File: src/rtl/program_sequencer_stack_if.sv
// Control strobes from the instruction decoder and the address/stack view
// returned by the program sequencer.
interface program_sequencer_stack_if #(
    parameter int ADDR_W      = 8,
    parameter int JADDR_W     = 4,
    parameter int STACK_DEPTH = 4
);
    localparam int SP_W = $clog2(STACK_DEPTH + 1);

    logic               jmp;
    logic               jmp_nz;
    logic               dont_jmp;
    logic               call;
    logic               ret;
    logic               hold;
    logic [JADDR_W-1:0] jmp_addr;
    logic [ADDR_W-1:0]  pm_addr;
    logic [ADDR_W-1:0]  pc;
    logic [ADDR_W-1:0]  from_PS;
    logic [SP_W-1:0]    stack_ptr;
    logic               stack_overflow;
    logic               stack_underflow;

    modport master (
        output jmp, jmp_nz, dont_jmp, call, ret, hold, jmp_addr,
        input  pm_addr, pc, from_PS, stack_ptr, stack_overflow, stack_underflow
    );

    modport slave (
        input  jmp, jmp_nz, dont_jmp, call, ret, hold, jmp_addr,
        output pm_addr, pc, from_PS, stack_ptr, stack_overflow, stack_underflow
    );
endinterface

File: src/rtl/program_sequencer_stack.sv
// Program sequencer: next-address selection, registered pc, hardware
// return-address stack for call/ret, and sticky stack error flags.
module program_sequencer_stack #(
    parameter int ADDR_W      = 8,
    parameter int JADDR_W     = 4,
    parameter int STACK_DEPTH = 4
) (
    input logic                       clk,
    input logic                       sync_reset,
    program_sequencer_stack_if.slave  bus
);
    localparam int SP_W = $clog2(STACK_DEPTH + 1);

    logic [ADDR_W-1:0] pc_q;
    logic [SP_W-1:0]   sp_q, sp_d;
    logic              ovf_q, ovf_d;
    logic              unf_q, unf_d;
    logic [ADDR_W-1:0] stack_q [STACK_DEPTH];

    logic [ADDR_W-1:0] pc_plus1_s;
    logic [ADDR_W-1:0] target_s;
    logic [ADDR_W-1:0] tos_s;
    logic [ADDR_W-1:0] pm_addr_s;
    logic              stack_empty_s;
    logic              stack_full_s;
    logic              push_s;
    logic              pop_s;

    assign pc_plus1_s    = pc_q + ADDR_W'(1);
    assign target_s      = ADDR_W'(bus.jmp_addr) << (ADDR_W - JADDR_W);
    assign stack_empty_s = (sp_q == SP_W'(0));
    assign stack_full_s  = (sp_q == SP_W'(STACK_DEPTH));

    // Top-of-stack read; zero when no entry is valid.
    always_comb begin
        tos_s = ADDR_W'(0);
        for (int i = 0; i < STACK_DEPTH; i++) begin
            tos_s = (sp_q == SP_W'(i + 1)) ? stack_q[i] : tos_s;
        end
    end

    // Priority decode of the strobes into next address and stack action.
    always_comb begin
        pm_addr_s = pc_plus1_s;
        push_s    = 1'b0;
        pop_s     = 1'b0;
        ovf_d     = ovf_q;
        unf_d     = unf_q;
        if (sync_reset) begin
            pm_addr_s = ADDR_W'(0);
        end else if (bus.hold) begin
            pm_addr_s = pc_q;
        end else if (bus.ret) begin
            if (stack_empty_s) begin
                pm_addr_s = pc_plus1_s;
                unf_d     = 1'b1;
            end else begin
                pm_addr_s = tos_s;
                pop_s     = 1'b1;
            end
        end else if (bus.call) begin
            // An overflowing call still jumps; only the push is dropped.
            pm_addr_s = target_s;
            if (stack_full_s) begin
                ovf_d = 1'b1;
            end else begin
                push_s = 1'b1;
            end
        end else if (bus.jmp) begin
            pm_addr_s = target_s;
        end else if (bus.jmp_nz && !bus.dont_jmp) begin
            pm_addr_s = target_s;
        end else begin
            pm_addr_s = pc_plus1_s;
        end
    end

    // Stack pointer next state.
    always_comb begin
        if (push_s) begin
            sp_d = sp_q + SP_W'(1);
        end else if (pop_s) begin
            sp_d = sp_q - SP_W'(1);
        end else begin
            sp_d = sp_q;
        end
    end

    // Program counter, stack pointer and sticky flags.
    always_ff @(posedge clk) begin
        if (sync_reset) begin
            pc_q  <= ADDR_W'(0);
            sp_q  <= SP_W'(0);
            ovf_q <= 1'b0;
            unf_q <= 1'b0;
        end else begin
            pc_q  <= pm_addr_s;
            sp_q  <= sp_d;
            ovf_q <= ovf_d;
            unf_q <= unf_d;
        end
    end

    // Return-address storage; deliberately not cleared by reset.
    always_ff @(posedge clk) begin
        for (int i = 0; i < STACK_DEPTH; i++) begin
            if (push_s && (sp_q == SP_W'(i))) begin
                stack_q[i] <= pc_plus1_s;
            end else begin
                stack_q[i] <= stack_q[i];
            end
        end
    end

    assign bus.pm_addr         = pm_addr_s;
    assign bus.pc              = pc_q;
    assign bus.from_PS         = tos_s;
    assign bus.stack_ptr       = sp_q;
    assign bus.stack_overflow  = ovf_q;
    assign bus.stack_underflow = unf_q;
endmodule

File: src/flat_wrapper.sv
// flat-port wrapper written by rule: the top's interface ports become plain ports
module program_sequencer_stack_flat 
#(
    parameter int ADDR_W      = 8,
    parameter int JADDR_W     = 4,
    parameter int STACK_DEPTH = 4
)
  (clk, sync_reset, bus_jmp, bus_jmp_nz, bus_dont_jmp, bus_call, bus_ret, bus_hold, bus_jmp_addr, bus_pm_addr, bus_pc, bus_from_PS, bus_stack_ptr, bus_stack_overflow, bus_stack_underflow);
  program_sequencer_stack_if #(.ADDR_W(ADDR_W), .JADDR_W(JADDR_W), .STACK_DEPTH(STACK_DEPTH)) bus_i ();
  input logic clk;
  input logic sync_reset;
  input wire logic [$bits(bus_i.jmp)-1:0] bus_jmp;
  input wire logic [$bits(bus_i.jmp_nz)-1:0] bus_jmp_nz;
  input wire logic [$bits(bus_i.dont_jmp)-1:0] bus_dont_jmp;
  input wire logic [$bits(bus_i.call)-1:0] bus_call;
  input wire logic [$bits(bus_i.ret)-1:0] bus_ret;
  input wire logic [$bits(bus_i.hold)-1:0] bus_hold;
  input wire logic [$bits(bus_i.jmp_addr)-1:0] bus_jmp_addr;
  output wire logic [$bits(bus_i.pm_addr)-1:0] bus_pm_addr;
  output wire logic [$bits(bus_i.pc)-1:0] bus_pc;
  output wire logic [$bits(bus_i.from_PS)-1:0] bus_from_PS;
  output wire logic [$bits(bus_i.stack_ptr)-1:0] bus_stack_ptr;
  output wire logic [$bits(bus_i.stack_overflow)-1:0] bus_stack_overflow;
  output wire logic [$bits(bus_i.stack_underflow)-1:0] bus_stack_underflow;
  assign bus_i.jmp = bus_jmp;
  assign bus_i.jmp_nz = bus_jmp_nz;
  assign bus_i.dont_jmp = bus_dont_jmp;
  assign bus_i.call = bus_call;
  assign bus_i.ret = bus_ret;
  assign bus_i.hold = bus_hold;
  assign bus_i.jmp_addr = bus_jmp_addr;
  assign bus_pm_addr = bus_i.pm_addr;
  assign bus_pc = bus_i.pc;
  assign bus_from_PS = bus_i.from_PS;
  assign bus_stack_ptr = bus_i.stack_ptr;
  assign bus_stack_overflow = bus_i.stack_overflow;
  assign bus_stack_underflow = bus_i.stack_underflow;
  program_sequencer_stack #(.ADDR_W(ADDR_W), .JADDR_W(JADDR_W), .STACK_DEPTH(STACK_DEPTH)) u_core (.clk(clk), .sync_reset(sync_reset), .bus(bus_i));
endmodule
File: config.mk
export PLATFORM = sky130hd
export DESIGN_NAME = program_sequencer_stack_flat
export DESIGN_NICKNAME = d
export VERILOG_FILES = /design/src/rtl/program_sequencer_stack_if.sv /design/src/rtl/program_sequencer_stack.sv /design/src/flat_wrapper.sv
export SDC_FILE = /design/constraint.sdc
export NUM_CORES = 1
export LEC_CHECK = 0
export ABC_CLOCK_PERIOD_IN_PS = 7300
export CAP_MARGIN = 20
export CORE_MARGIN = 10
export CORE_UTILIZATION = 65
export CTS_CLUSTER_SIZE = 28
export DETAILED_ROUTE_END_ITERATION = 8
export DONT_BUFFER_PORTS = 1
export PLACE_DENSITY = 0.82
export SLEW_MARGIN = 30
export SYNTH_ARGS = -nofsm -noshare
export SYNTH_HDL_FRONTEND = slang
export SYNTH_SLANG_ARGS = --single-unit
File: constraint.sdc
create_clock -name clk -period 7.3 [get_ports clk]
set_clock_uncertainty 0.15 [all_clocks]
set_input_delay 1.46 -clock clk [delete_from_list [all_inputs] [get_ports clk]]
set_output_delay 1.46 -clock clk [all_outputs]
set_load 0.1 [all_outputs]
==> results.sh <==
export IMPL_vias=1827
export IMPL_worstPathMaxFanout=17
export IMPL_io_buffers=0
export IMPL_top_layer="met4"
export IMPL_die_x_um=79.2
export IMPL_via_per_inst=7.05
export IMPL_first_pass_iters=5
export IMPL_post_cts_resized=0
export IMPL_cts_hold_buf=0
export IMPL_cts_made_buffers=5
export IMPL_yosysSeqAreaShare=0.537
export IMPL_hpwl_um=4520
export IMPL_start_util=0.676
export IMPL_ios=41
export IMPL_die_y_um=79.2
export IMPL_dpl_cell_area_um2=2590
export IMPL_drt_met1_wl_um=2400
export IMPL_min_path_type="register to register"
export IMPL_worst_pin_slew_ns=1.03
export IMPL_synth_top_cell_area_share=0.422
export IMPL_grt_pass1_wl_um=9870
export IMPL_fin_tns_setup_ns=0
export IMPL_syn_area_per_cell_um2=11.3
export IMPL_nNetsFinal=231
export IMPL_design_area_um2=2700
export IMPL_num_rows=21
export IMPL_syn_inst=202
export IMPL_wl_met3_um=665
export IMPL_leakagePower_nw=0.956
export IMPL_synth_area_top_cells="edfxtp_1 42%, dfxtp_1 11%, a221oi_1 4.2%, ha_1 3.9%, nor2b_1 2.2%"
export IMPL_ir_drop_uv=178
export IMPL_cts_setup_buffers=0
export IMPL_pwr_share_clk=0.297
export IMPL_postRouteAntennaNets=0
export IMPL_layout_commonest_cell="edfxtp_1"
export IMPL_clk_pin_slew_ns=0.14
export IMPL_n_fill_cell=214
export IMPL_p_switching_uw=226
export IMPL_netlist_area_um2=2270
export IMPL_core_area_um2=3360
export IMPL_cts_max_path_buffers=2
export IMPL_gp_congestion=0.904
export IMPL_p_per_area_nw_per_um2=242
export IMPL_cts_sinks=45
export IMPL_drt_total_wl_um=6230
export IMPL_grt_pass1_vias=1795
export IMPL_cap_violations=0
export IMPL_first_iter_violations=198
export IMPL_async_reset_ff_frac=0
export IMPL_pre_cts_slack_ns=2.56
export IMPL_reg2reg_from="u_core.bus.stack_ptr[2]$_SDFFE_PP0P_"
export IMPL_cts_tree="done"
export IMPL_fmax_mhz=191
export IMPL_gr_usage_all_layers=0.202
export IMPL_drv_slew=0
export IMPL_synth_edf_count=32
export IMPL_drc_errors=0
export IMPL_power_uw=653
export IMPL_grt_max_degree=18
export IMPL_r2r_setup_slack_ns=4.28
export IMPL_path_class="register to output port"
export IMPL_final_cell_mix="32 x edfxtp_1, 13 x inv_1, 9 x nor2_1, 9 x a221oi_1"
export IMPL_hold_viol=0
export IMPL_ys_warn_count=0
export IMPL_drive_gt1_frac=0.207
export IMPL_synth_flop_cell="edfxtp_1"
export IMPL_die_area_um2=6270
export IMPL_grt_antenna_before_repair=0
export IMPL_setup_violations=0
export IMPL_internal_power_uw=427
export IMPL_finalCritPeriodShare=0.718
export IMPL_cp_required_ns=5.69
export IMPL_fin_crit_ns=5.24
export IMPL_rr_worst_depth=7
export IMPL_arrival_ns=3.63
export IMPL_cp_startpoint="u_core.bus.stack_ptr[1]$_SDFFE_PP0P_"
export IMPL_cts_root_buf="clkbuf_4"
export IMPL_cp_endpoint="bus_pm_addr[4]"
export IMPL_wl_met2_um=3000
export IMPL_p_seq_frac=0.480
export IMPL_synth_fp_nets=221
export IMPL_end_kind="output port"
export IMPL_utilization=0.802
export IMPL_overflow=0
export IMPL_yosys_area_top_type="edfxtp_1"
export IMPL_pwr_share_comb=0.223
export IMPL_yosysUniqueCellTypes=48
export IMPL_rsz0062_at_grt="no"
export IMPL_fin_ws_ns=2.06
export IMPL_startpoint_type="register"
export IMPL_n_antenna_cell=0
export IMPL_clock_insertion_delay_worst_skew_ns=0.38
export IMPL_status="finished, final reports clean"
export IMPL_p_sw_frac=0.346
export IMPL_reg2reg_to="u_core.bus.pc[3]$_SDFF_PP0_"
export IMPL_ys_ff_latch=45
export IMPL_wl_per_cell_um=24.0
export IMPL_cts_max_level=2
export IMPL_area_growth_pct=18.6
export IMPL_max_slew_margin_rel=0.319
[power groups by stage]
stage	registers (mW)	clock network (mW)	logic [mW]
after floorplan	0.329	0	0.0945
after CTS	0.313	0.193	0.145
final	0.313	0.194	0.146
after global placement	0.318	0	0.135
after global routing	0.315	0.202	0.152
after detailed placement	0.319	0	0.144
[cell families after synthesis]
group,after synthesis,share of synthesized area
AO/OA/AOI/OAI,60,0.202
XOR/XNOR,6,0.0231
adder cells (fa/ha/maj),7,0.0385
buffers and inverters,23,0.0424
flip-flops,45,0.537
AND/OR/NAND/NOR,61,0.157
[through the flow]
stage,std cells,hold WS [ns]
2_1_floorplan,202,0.545
3_3_place_gp,248,0.460
3_5_place_dp,251,0.532
4_1_cts,259,0.547
5_1_grt,259,0.591
6_report,259,0.562
[cells in the mapped netlist (3+ instances only)]
library cell  count
a21o_1            3
a21oi_1           8
a221oi_1         11
a22oi_1           6
and3_1            4
clkbuf_1          6
dfxtp_1          13
edfxtp_1         32
ha_1              7
inv_1            13
nand2_1           6
nand2b_1          5
nand3_1           8
nor2_1           10
nor2b_1           8
nor3b_1           6
o21ai_0           4
o31ai_1           3
xnor2_1           3
xor2_1            3
[how the worst min path moves through the flow]
stage	from	cells after the start	to	slack, ns
floorplan	u_core.stack_q[0][6]$_DFFE_PP_	3	u_core.bus.pc[6]$_SDFF_PP0_	0.55
global placement	u_core.bus.stack_ptr[0]$_SDFFE_PP0P_	2	u_core.bus.stack_ptr[0]$_SDFFE_PP0P_	0.46
detailed placement	u_core.bus.stack_ptr[0]$_SDFFE_PP0P_	2	u_core.bus.stack_ptr[0]$_SDFFE_PP0P_	0.53
CTS	u_core.bus.stack_ptr[0]$_SDFFE_PP0P_	2	u_core.bus.stack_ptr[0]$_SDFFE_PP0P_	0.55
global route	u_core.bus.stack_ptr[0]$_SDFFE_PP0P_	2	u_core.bus.stack_ptr[0]$_SDFFE_PP0P_	0.59
finish	u_core.bus.stack_ptr[0]$_SDFFE_PP0P_	2	u_core.bus.stack_ptr[0]$_SDFFE_PP0P_	0.56
[critical path, stage by stage, from the launching register on]
cell      delay, ns
dfxtp_2        0.73
ha_1           0.26
ha_1           0.49
nor2b_1        0.44
a22oi_1        0.12
o31a_1         0.19
a221oi_4       0.99
[sequential cells by signal (all words and copies together), names as in the netlist]
register	count
u_core.stack_q	32
u_core.bus.stack_ptr	3
u_core.bus.stack_underflow	1
u_core.bus.pc	8
u_core.bus.stack_overflow	1
[cell type report]
cell class / instances / area [um^2] / share of cell area
clock buffer: 5 / 37.5 / 0.0139
timing repair buffer: 12 / 165 / 0.0612
tap: 46 / 57.6 / 0.0213
sequential: 45 / 1230 / 0.456
inverter: 14 / 52.6 / 0.0195
clock inverter: 3 / 68.8 / 0.0255
multi-input combinational: 134 / 1090 / 0.403
[layer usage]
metal | vias up | global-route usage
li1 | 796 | -
met1 | 900 | 0.243
met2 | 114 | 0.321
met3 | 17 | 0.0721
met4 | 0 | 0.0806
met5 | - | 0
(Power assumes the default switching activity.)
